===== src/rtl/nxn_matrix_multiplier.sv =====
// nxn_matrix_multiplier: C = A*B on single-precision operands using one shared
// multiplier and one shared adder, sequenced element by element.
//
// Handshakes: a strobe/load is held (or pulsed) by the sender with its data
// stable; the receiver's ack/ready is the only thing that retires it. The
// receiver of a result (z_stb / result_ready) answers with a one-cycle ack
// pulse, after which the sender drops its valid. Producer side:
// input_Stable is honoured only in IDLE; output_AB_Ack pulses once on capture.
// Consumer side: output_Stable holds with output_C until input_C_Ack.

// Truncating float multiplier: zero-exponent operands give +0.
module single_multiplier (
  input  logic        clk,
  input  logic        rst,            // active-low, asynchronous
  input  logic [31:0] input_a,
  input  logic        input_a_stb,
  output logic        input_a_ack,
  input  logic [31:0] input_b,
  input  logic        input_b_stb,
  output logic        input_b_ack,
  output logic [31:0] output_z,
  output logic        output_z_stb,
  input  logic        output_z_ack,
  output logic [1:0]  output_State
);
  typedef enum logic [1:0] {M_GET, M_PUT} mstate_t;
  mstate_t     r_state, w_state_next;
  logic [31:0] r_a, r_b;
  logic        r_have_a, r_have_b;
  logic [24:0] w_ph;
  logic [7:0]  w_e;

  // State register
  always_ff @(posedge clk or negedge rst) begin
    if (!rst) r_state <= M_GET;
    else      r_state <= w_state_next;
  end

  // Next state: collect both operands, then offer the product until acked
  always_comb begin
    w_state_next = r_state;
    case (r_state)
      M_GET:   if (r_have_a && r_have_b) w_state_next = M_PUT;
      M_PUT:   if (output_z_ack)         w_state_next = M_GET;
      default: w_state_next = M_GET;
    endcase
  end

  // Operand capture with one-cycle ack pulses
  always_ff @(posedge clk or negedge rst) begin
    if (!rst) begin
      r_a <= '0; r_b <= '0; r_have_a <= 1'b0; r_have_b <= 1'b0;
      input_a_ack <= 1'b0; input_b_ack <= 1'b0;
    end else begin
      input_a_ack <= 1'b0;
      input_b_ack <= 1'b0;
      if (r_state == M_GET) begin
        if (input_a_stb && !r_have_a) begin
          r_a <= input_a; r_have_a <= 1'b1; input_a_ack <= 1'b1;
        end
        if (input_b_stb && !r_have_b) begin
          r_b <= input_b; r_have_b <= 1'b1; input_b_ack <= 1'b1;
        end
        if (r_have_a && r_have_b) begin
          r_have_a <= 1'b0; r_have_b <= 1'b0;
        end
      end
    end
  end

  // Product of the latched operands; top 25 bits of the 48-bit mantissa product
  always_comb begin
    w_ph = 25'((48'({1'b1, r_a[22:0]}) * 48'({1'b1, r_b[22:0]})) >> 23);
    w_e  = r_a[30:23] + r_b[30:23] + 8'(w_ph[24]) - 8'd127;
    if (r_a[30:23] == 8'd0 || r_b[30:23] == 8'd0) output_z = 32'd0;
    else output_z = {r_a[31] ^ r_b[31], w_e, w_ph[24] ? w_ph[23:1] : w_ph[22:0]};
  end

  assign output_z_stb = (r_state == M_PUT);
  assign output_State = r_state;
endmodule

// Truncating float adder: a zero-exponent operand returns the other one.
module adder (
  input  logic        clk,
  input  logic        reset,          // active-low, asynchronous
  input  logic        load,
  input  logic [31:0] Number1,
  input  logic [31:0] Number2,
  output logic [31:0] Result,
  output logic        result_ready,
  input  logic        result_ack,
  output logic [1:0]  output_State
);
  typedef enum logic [1:0] {A_IDLE, A_CALC, A_READY} astate_t;
  astate_t     r_state, w_state_next;
  logic [31:0] r_n1, r_n2, w_big, w_small, w_result;
  logic [7:0]  w_eb, w_es, w_sh;
  logic [23:0] w_mb, w_ms, w_diff;
  logic [22:0] w_norm;
  logic [24:0] w_sum25;
  logic [4:0]  w_lz;

  // State register
  always_ff @(posedge clk or negedge reset) begin
    if (!reset) r_state <= A_IDLE;
    else        r_state <= w_state_next;
  end

  // Next state: load -> one compute cycle -> hold result until acked
  always_comb begin
    w_state_next = r_state;
    case (r_state)
      A_IDLE:  if (load)       w_state_next = A_CALC;
      A_CALC:                  w_state_next = A_READY;
      A_READY: if (result_ack) w_state_next = A_IDLE;
      default: w_state_next = A_IDLE;
    endcase
  end

  // Operand latch on load, result register in the compute cycle
  always_ff @(posedge clk or negedge reset) begin
    if (!reset) begin
      r_n1 <= '0; r_n2 <= '0; Result <= '0;
    end else begin
      if (r_state == A_IDLE && load) begin
        r_n1 <= Number1; r_n2 <= Number2;
      end
      if (r_state == A_CALC) Result <= w_result;
    end
  end

  // Align the smaller magnitude to the larger, add or subtract, renormalise
  always_comb begin
    if (r_n2[30:0] > r_n1[30:0]) begin w_big = r_n2; w_small = r_n1; end
    else                         begin w_big = r_n1; w_small = r_n2; end
    w_eb    = w_big[30:23];
    w_es    = w_small[30:23];
    w_sh    = w_eb - w_es;
    w_mb    = {1'b1, w_big[22:0]};
    w_ms    = {1'b1, w_small[22:0]} >> w_sh;
    w_sum25 = {1'b0, w_mb} + {1'b0, w_ms};
    w_diff  = w_mb - w_ms;
    w_lz    = 5'd0;
    for (int b = 0; b < 24; b++) if (w_diff[b]) w_lz = 5'(23 - b);
    w_norm  = 23'(w_diff << w_lz);
    if (w_es == 8'd0) w_result = w_big;
    else if (w_big[31] == w_small[31]) begin
      if (w_sum25[24]) w_result = {w_big[31], w_eb + 8'd1, w_sum25[23:1]};
      else             w_result = {w_big[31], w_eb, w_sum25[22:0]};
    end else if (w_diff == 24'd0) w_result = 32'd0;
    else w_result = {w_big[31], w_eb - 8'(w_lz), w_norm};
  end

  assign result_ready = (r_state == A_READY);
  assign output_State = r_state;
endmodule

module nxn_matrix_multiplier #(
  parameter int N = 2
) (
  input  logic              input_Clk,
  input  logic              input_Reset,
  input  logic              input_Stable,
  input  logic [N*N*32-1:0] input_A,
  input  logic [N*N*32-1:0] input_B,
  output logic              output_AB_Ack,
  output logic [N*N*32-1:0] output_C,
  output logic              output_Stable,
  input  logic              input_C_Ack,
  output logic              output_Free,
  output logic [6:0]        output_Dbg_State  // {adder, multiplier, sequencer}
);
  localparam int W  = N * N * 32;
  localparam int OW = $clog2(W);
  localparam logic [2:0] LAST = 3'(N - 1);

  typedef enum logic [2:0] {IDLE, MUL_REQ, MUL_WAIT, ADD_REQ, ADD_WAIT, NEXT, DONE} state_t;
  state_t          r_state, w_state_next;
  logic [W-1:0]    r_a, r_b, r_cbuf, w_cbuf_upd;
  logic [2:0]      r_i, r_j, r_k;
  logic [31:0]     r_prod, r_acc, w_z, w_sum, w_mul_a, w_mul_b;
  logic            r_a_stb, r_b_stb, r_z_ack, r_load, r_res_ack;
  logic            w_a_ack, w_b_ack, w_z_stb, w_res_ready;
  logic            w_k_last, w_j_last, w_i_last;
  logic [1:0]      w_mul_state, w_add_state;
  logic [OW-1:0]   w_off_a, w_off_b, w_off_c;

  assign w_k_last = (r_k == LAST);
  assign w_j_last = (r_j == LAST);
  assign w_i_last = (r_i == LAST);

  // Element offsets for A[i][k], B[k][j] and C[i][j], plus the buffer with C[i][j] merged
  always_comb begin
    w_off_a    = OW'((int'(r_i) * N + int'(r_k)) * 32);
    w_off_b    = OW'((int'(r_k) * N + int'(r_j)) * 32);
    w_off_c    = OW'((int'(r_i) * N + int'(r_j)) * 32);
    w_mul_a    = r_a[w_off_a +: 32];
    w_mul_b    = r_b[w_off_b +: 32];
    w_cbuf_upd = r_cbuf;
    w_cbuf_upd[w_off_c +: 32] = r_acc;
  end

  // State register
  always_ff @(posedge input_Clk or negedge input_Reset) begin
    if (!input_Reset) r_state <= IDLE;
    else              r_state <= w_state_next;
  end

  // Next-state sequencing over k, then j, then i
  always_comb begin
    w_state_next = r_state;
    case (r_state)
      IDLE:     if (input_Stable) w_state_next = MUL_REQ;
      MUL_REQ:  if ((!r_a_stb || w_a_ack) && (!r_b_stb || w_b_ack)) w_state_next = MUL_WAIT;
      MUL_WAIT: if (w_z_stb) w_state_next = (r_k == 3'd0) ? NEXT : ADD_REQ;
      ADD_REQ:  w_state_next = ADD_WAIT;
      ADD_WAIT: if (w_res_ready) w_state_next = NEXT;
      NEXT:     w_state_next = (w_k_last && w_i_last && w_j_last) ? DONE : MUL_REQ;
      DONE:     if (input_C_Ack) w_state_next = IDLE;
      default:  w_state_next = IDLE;
    endcase
  end

  // Datapath, handshake strobes and outputs
  always_ff @(posedge input_Clk or negedge input_Reset) begin
    if (!input_Reset) begin
      r_a <= '0; r_b <= '0; r_cbuf <= '0; output_C <= '0;
      r_i <= 3'd0; r_j <= 3'd0; r_k <= 3'd0; r_prod <= '0; r_acc <= '0;
      r_a_stb <= 1'b0; r_b_stb <= 1'b0; r_z_ack <= 1'b0; r_load <= 1'b0; r_res_ack <= 1'b0;
      output_AB_Ack <= 1'b0; output_Stable <= 1'b0; output_Free <= 1'b1;
    end else begin
      output_AB_Ack <= 1'b0;
      r_z_ack       <= 1'b0;
      r_load        <= 1'b0;
      r_res_ack     <= 1'b0;
      case (r_state)
        IDLE: if (input_Stable) begin
          r_a <= input_A; r_b <= input_B;
          r_i <= 3'd0; r_j <= 3'd0; r_k <= 3'd0;
          output_AB_Ack <= 1'b1; output_Free <= 1'b0;
          r_a_stb <= 1'b1; r_b_stb <= 1'b1;
        end
        MUL_REQ: begin
          if (w_a_ack) r_a_stb <= 1'b0;
          if (w_b_ack) r_b_stb <= 1'b0;
        end
        MUL_WAIT: if (w_z_stb) begin
          r_prod  <= w_z;
          r_z_ack <= 1'b1;
          if (r_k == 3'd0) r_acc  <= w_z;
          else             r_load <= 1'b1;
        end
        ADD_WAIT: if (w_res_ready) begin
          r_acc <= w_sum; r_res_ack <= 1'b1;
        end
        NEXT: begin
          if (!w_k_last) begin
            r_k <= r_k + 3'd1; r_a_stb <= 1'b1; r_b_stb <= 1'b1;
          end else begin
            r_cbuf <= w_cbuf_upd;
            r_k    <= 3'd0;
            if (w_j_last) begin
              r_j <= 3'd0;
              r_i <= w_i_last ? 3'd0 : r_i + 3'd1;
            end else begin
              r_j <= r_j + 3'd1;
            end
            if (w_i_last && w_j_last) begin
              output_C <= w_cbuf_upd; output_Stable <= 1'b1;
            end else begin
              r_a_stb <= 1'b1; r_b_stb <= 1'b1;
            end
          end
        end
        DONE: if (input_C_Ack) begin
          output_Stable <= 1'b0; output_Free <= 1'b1;
        end
        default: ;
      endcase
    end
  end

  single_multiplier u_mul (
    .clk(input_Clk), .rst(input_Reset),
    .input_a(w_mul_a), .input_a_stb(r_a_stb), .input_a_ack(w_a_ack),
    .input_b(w_mul_b), .input_b_stb(r_b_stb), .input_b_ack(w_b_ack),
    .output_z(w_z), .output_z_stb(w_z_stb), .output_z_ack(r_z_ack),
    .output_State(w_mul_state)
  );

  adder u_add (
    .clk(input_Clk), .reset(input_Reset), .load(r_load),
    .Number1(r_acc), .Number2(r_prod),
    .Result(w_sum), .result_ready(w_res_ready), .result_ack(r_res_ack),
    .output_State(w_add_state)
  );

  assign output_Dbg_State = {w_add_state, w_mul_state, r_state};
endmodule


===== config.mk =====
export PLATFORM = sky130hd
export DESIGN_NAME = nxn_matrix_multiplier
export DESIGN_NICKNAME = d
export VERILOG_FILES = /design/src/rtl/nxn_matrix_multiplier.sv
export SDC_FILE = /design/constraint.sdc
export NUM_CORES = 2
export LEC_CHECK = 0
export CAP_MARGIN = 20
export CORE_ASPECT_RATIO = 1.75
export CORE_UTILIZATION = 50
export CTS_CLUSTER_DIAMETER = 40
export DETAILED_ROUTE_END_ITERATION = 10
export GPL_TIMING_DRIVEN = 0
export PLACE_DENSITY = 0.69
export SLEW_MARGIN = 25
export SYNTH_ARGS = -nofsm -noshare
export SYNTH_HDL_FRONTEND = slang
export SYNTH_SLANG_ARGS = --single-unit

===== constraint.sdc =====
create_clock -name input_Clk -period 13.4 [get_ports input_Clk]
set_clock_uncertainty 0.15 [all_clocks]
set_input_delay 2.68 -clock input_Clk [delete_from_list [all_inputs] [get_ports input_Clk]]
set_output_delay 2.68 -clock input_Clk [all_outputs]
set_load 0.05 [all_outputs]

* Word level (Yosys, flattened, before mapping)
Index checks and enable logic that the tools add are counted.
** Storage, ports and cells
- Register bits after elaboration :: 764
- Latch bits :: 0
- RAM bits :: 0
- Memory bits (read-only) :: 0
- Bits of input ports :: 260
- Output and inout bits :: 138
- Word-level logic and storage cells :: 223
- Memories :: 0
** Cells by class
- Add/sub/neg operators :: 15
- $mul :: 1
- Divide/modulo/power cells :: 0
- Order comparisons :: 1
- Eq/ne operators :: 29
- Shifts and indexed selects :: 6
- Multiplexer cells :: 92
- Bitwise logic cells :: 1
- Reduce and logical (&&, ||, !) cells :: 49
** Operator list (count)
- $mux W32 :: 9
- $shiftx A128 B8 Y32 :: 2
- $bwmux W128 :: 1
- $shift A32 B9 Y128 const A :: 1
- $shiftx A32 B9 Y128 :: 1
- $mux W5 :: 24
- $pmux W32 S2 :: 1
- $mul A24 B24 Y48 :: 1
- $mux W3 :: 14
- $gt A31 B31 Y1 :: 1
- $mux W31 :: 1
- $mux W1 :: 27
- $add A24 B24 Y25 :: 1
- $logic_not A24 Y1 :: 1
- $logic_not A8 Y1 :: 3
- $shl A24 B5 Y23 :: 1
- $shr A24 B8 Y24 :: 1
- $sub A24 B24 Y24 :: 1
- $mux W23 :: 1
- $ne A2 B2 Y1 const B :: 11
- $pmux W3 S7 :: 1
- $reduce_and A2 Y1 :: 10
- $reduce_and A4 Y1 :: 5
- $pmux W3 S2 :: 3
- other kinds (32) :: 72

* Logic depth before layout (Yosys ltp)
- Depth after elaboration :: 33
- Depth in mapped cells :: 55

* Cells and area by module
Synthesis repeated with hierarchy kept, for this count alone.
** Unflattened totals
- Cell total of the unflattened synthesis :: 6412
- Area total of the unflattened synthesis :: 59067.9 um2
** Modules (own cells, without submodules)
- nxn_matrix_multiplier :: times used 1, cells an instance 2488, area each 25712.2 um2
- single_multiplier :: times used 1, cells an instance 2333, area each 21461.8 um2
- adder :: times used 1, cells an instance 1591, area each 11893.9 um2

* Least setup slack after synthesis
Ideal clock, no wire load.
- Kind :: input-to-reg
- Start point :: input port u_add.r_n2[26]
- End point :: register u_add.Result[29]
- Library setup time :: 0.136 ns
- Data arrival time :: 10.323 ns
- Data required time :: 13.114 ns
- Slack :: 2.790 ns
- Cell stages on the path :: 52
- Path through :: dfrtp_1 > ha_1 > buf_2 > o21ai_0 > o21ai_1 > a21bo_2 > o21a_1 > o21a_1 > buf_2 > buf_1 > clkbuf_1 > clkbuf_1 > buf_1 > nor2_1 > a21oi_1 > ha_1 > a21oi_1 > o211ai_1 > (+16 left out) > o311ai_1 > o211ai_1 > a31oi_1 > a21oi_2 > buf_4 > buf_4 > ha_1 > inv_1 > fa_1 > a21o_1 > a21oi_1 > inv_1 > a21oi_1 > a21oi_1 > a31oi_1 > o22ai_1 > a21oi_1 > a21oi_1
** On the way
- Cells in the longest elaborated chain, start to end :: 33
- Elaborated cells between the ends (all ways) :: 40
** RTL lines
- start, declared :: line 97 : logic [31:0] r_n1, r_n2, w_big, w_small, w_result;
- $gt A31 B31 Y1 :: line 135 : if (r_n2[30:0] > r_n1[30:0]) begin w_big = r_n2; w_small = r_n1; end
- $mux W32 :: line 135
- $sub A8 B8 Y8 :: line 139 : w_sh = w_eb - w_es;
- $shr A24 B8 Y24 :: line 141 : w_ms = {1'b1, w_small[22:0]} >> w_sh;
- $sub A24 B24 Y24 :: line 143 : w_diff = w_mb - w_ms;
- $mux W5 (24 in a row) :: line 145 : for (int b = 0; b < 24; b++) if (w_diff[b]) w_lz = 5'(23 - b);
- $sub A8 B5 Y8 :: line 152 : else w_result = {w_big[31], w_eb - 8'(w_lz), w_norm};
- $mux W32 :: line 151 : end else if (w_diff == 24'd0) w_result = 32'd0;
- $mux W32 :: line 148 : else if (w_big[31] == w_small[31]) begin
- $mux W32 (*) :: line 147 : if (w_es == 8'd0) w_result = w_big;
- end signal, assigned :: line 129 : if (r_state == A_CALC) Result <= w_result;
- end, declared :: line 90 : output logic [31:0] Result,
Mark *: on every way between the ends. The rest lies on a longest branch, timed or not.
A chain may end at the register's enable or synchronous reset.

* Worst setup path in the final report
- Start point :: input port u_mul.r_a[5]
- End point :: register r_acc[29]
** On the way
- Cells in the longest elaborated chain, start to end :: 7
** RTL lines
- start, declared :: line 28 : logic [31:0] r_a, r_b;
- $mul A24 B24 Y48 :: line 73 : w_ph = 25'((48'({1'b1, r_a[22:0]}) * 48'({1'b1, r_b[22:0]})) >> 23);
- $add A8 B1 Y8 :: line 74 : w_e = r_a[30:23] + r_b[30:23] + 8'(w_ph[24]) - 8'd127;
- $sub A8 B7 Y8 :: line 74
- $mux W32 :: line 75 : if (r_a[30:23] == 8'd0 || r_b[30:23] == 8'd0) output_z = 32'd0;
- $mux W32 :: line 251 : if (r_k == 3'd0) r_acc <= w_z;
- $mux W32 :: line 248 : MUL_WAIT: if (w_z_stb) begin
- $pmux W32 S2 :: line 237 : case (r_state)
- end signal, assigned :: line 251
- end, declared :: line 182 : logic [31:0] r_prod, r_acc, w_z, w_sum, w_mul_a, w_mul_b;
Every way passes these cells. The select of a mux whose other input is x is not followed.

==> impl_metrics.toml <==
[global_route]
grt_pass1_wl_um = 338000
grt_max_degree = 121
first_global_vias = 52800
grt-ovfl-total = 0
antenna_found_initial = 10
grt_usage = 0.398

[power]
switching_power_mw = 1.22
netSwitchingFraction = 0.244
leakagePower_nw = 32.3
combPwrFrac = 0.028
power-per-cell-area_mw_per_mm2 = 74.0
p_int_mw = 3.79
vdd_drop_max_uv = 121
clkPwrFrac = 0.512
power_frac_seq = 0.460

[synthesis]
synth_common_cells = "nand2_1, dfrtp_1, inv_1"
synth_area_mm2 = 0.0584
synth.most_common_cell = "nand2_1"
synth-edff-count = 0
synth-async-reset-ratio = 1.00
ys_warn_count = 0
syn_area_per_cell_um2 = 9.11
synth_fp_nets = 7420
synth_top_area_share = 0.327
yosysTopAreaCell = "dfrtp_1"
yosys-top-cells-area = "dfrtp_1, fa_1, nand2_1, ha_1, inv_1"
syn_inst = 6402
netlist-cell-type-count = 99
synth_seq_cells = 763
ys.flop_type = "dfrtp_1"
ys_seq_area_frac = 0.327

[placed_design]
gp_congestion = 1.04
io_buffer_count = 396
dp.cells = 8312
dp_slack_ps = -1220
dp_hpwl_um = 188000

[cts]
clkTransAtPathRegs_ps = 70
ctsLongestPathBuffers = 3
root_buffer = "clkbuf_16"
htree_levels = 3
hold_buffers = 0
tritoncts = "yes"
clk_latency_ps = 750
numCtsBuffers = 88
clock-sinks = 763

[timing]
post-route-min-period_ps = 12780
setup_ws_ps = 621
holdWs_ps = 311
hold_viol = 0
slew_violations = 0
relSlewSlack = 0.189
rsz0062_at_grt = "false"
finalSetupViolCount = 0
fin_crit_sh = 0.954
max_slew.worst_pin.slew_ps = 1200
max_freq_mhz = 78.3

[layout]
utilization = 0.585
final_cells = 8481
synthToLayoutAreaGrowth_pct = 16.0
nNetsFinal = 7917
drive_gt1_frac = 0.0674

[drt]
firstDrtPassIters = 6
via_count = 49900
drc = 0
drt_iter0_markers = 3788
wl_um = 231000
vias_per_cell = 5.88
routedWlPerCell_um = 27.3
ant_nets = 0

[worst_setup_path]
cp_common_cell = "fa_1"
cp_data_arrival_time_ps = 13290
worst_setup_path_start_kind = "register"
worstPathMaxFanout = 10
crit_path_max_incr_delay_ps = 810
critPathKind = "register to register"
required_ps = 13910
r2r_cells = 40
slowest_stage = "dfrtp_1"
endpoint_kind = "register"
worst-r2r-setup-slack_ps = 620

[job]
drv_cap = 0

[run_status]
outcome = "completed"

[floorplanning]
design.core.area_mm2 = 0.116
die_w_um = 260
io_pins = 398
dieArea_mm2 = 0.118
row_count = 165
start_util = 0.505
dieHeight_um = 454

[worst_hold_path]
hold_class = "register to register"
hold-path-cell-count = 1
## power groups by stage
stage                     combinational, mW  sequential [mW]  clock [mW]
after floorplan                     0.00195             2.35           0
after global placement                0.135             2.35           0
after detailed placement              0.141             2.35           0
after CTS                             0.142             2.30        2.58
after global routing                  0.151             2.30        2.66
final                                 0.140             2.30        2.57
## critical path, delay by kind of cell, from the launching register on
kind | cells | cell delay, ps
and+or+nand+nor | 3 | 540
adders and majority gates | 11 | 4770
AOI/OAI and AO/OA | 15 | 3400
buffers and inverters | 9 | 2230
DFF | 1 | 810
xor gates and xnor gates | 2 | 710
## layout by cell type, fill, tap and decap left out, types with 20 or more instances in the layout
cell type	instances
mux2i_1	119
dfrtp_1	762
o21ai_1	33
nand2_1	1471
o21a_1	26
buf_1	21
a21o_1	37
buf_2	22
a31oi_1	21
o211ai_1	32
nor3_1	67
clkbuf_2	28
ha_1	273
clkdlybuf4s50_1	395
clkbuf_1	339
o21ai_0	300
a22o_1	130
nand2b_1	20
nor2_1	211
nand3_1	47
and2_1	230
o31ai_1	20
nor2b_1	158
nor4_1	27
a211oi_1	24
clkbuf_16	88
xnor2_1	54
mux4_2	65
a21oi_1	324
mux2_2	107
fa_1	485
inv_1	648
## repair_timing
| item | in CTS | in global routing |
|---|---|---|
| endpoints found under the hold margin | 0 | 0 |
| pin swaps | 1 | 0 |
| gates resized for setup | 7 | 11 |
| setup endpoints to repair | 32 | 25 |
| cloned | 0 | 0 |
| setup buffers | 1 | 0 |
## layer usage
metal,global-route usage,vias up,wire length (um)
li1,-,21900,-
met1,0.392,25000,74500
met2,0.704,2084,118000
met3,0.0599,845,12800
met4,0.379,4,26000
met5,0,-,28
## worst paths after layout
check | from | endpoint
worst min register to register | r_z_ack | u_mul.output_State[0]
worst min-delay path | r_z_ack | u_mul.output_State[0]
worst max register to register | u_mul.r_a[5] | r_acc[29]
worst max-delay path | u_mul.r_a[5] | r_acc[29]
min in group asynchronous | input_Reset | r_b[13]
max in group asynchronous | input_Reset | output_C[1]
## metrics by stage
step | TNS, ps | power (mW) | cell area (um^2)
2_1_floorplan | 0 | 2.35 | 58400
3_3_place_gp | - | 2.49 | 64200
3_5_place_dp | -20270 | 2.49 | 64500
4_1_cts | 0 | 5.03 | 67600
5_1_grt | 0 | 5.11 | 67700
6_report | 0 | 5.01 | 67700
## cell families after synthesis
logic type / count (synthesis) / share of synthesized area
adder cells (fa/ha/maj): 758 / 0.225
AND/OR/NAND/NOR: 2328 / 0.176
AO/OA/AOI/OAI: 1113 / 0.122
XOR/XNOR: 72 / 0.0109
other: 1 / 0.0000643
flip-flops: 763 / 0.327
buffers and inverters: 1069 / 0.0702
multiplexers: 298 / 0.0680
## sequential cells by signal (all words and copies together) (netlist names), 2 cells and up
name                flops
r_prod                 32
output_C              128
r_i                     3
r_a                   128
u_add.r_n2             32
u_mul.r_a              32
u_mul.r_b              32
u_add.r_n1             32
r_cbuf                128
u_add.output_State      2
r_b                   128
r_j                     3
u_add.Result           32
r_k                     3
r_state                 3
r_acc                  32
## cell type report
cell class / instances / area [um^2]
Inverter: 655 / 2460
Tap cell: 1503 / 1880
Clock buffer: 112 / 2440
Sequential cell: 763 / 19100
Multi-Input combinational cell: 4570 / 35300
Buffer: 413 / 1670
Clock inverter: 49 / 656
Fill cell: 10400 / 47900
Antenna cell: 8 / 20.0
Timing Repair Buffer: 408 / 4190
No activity file was read; power rests on OpenSTA's default activity.
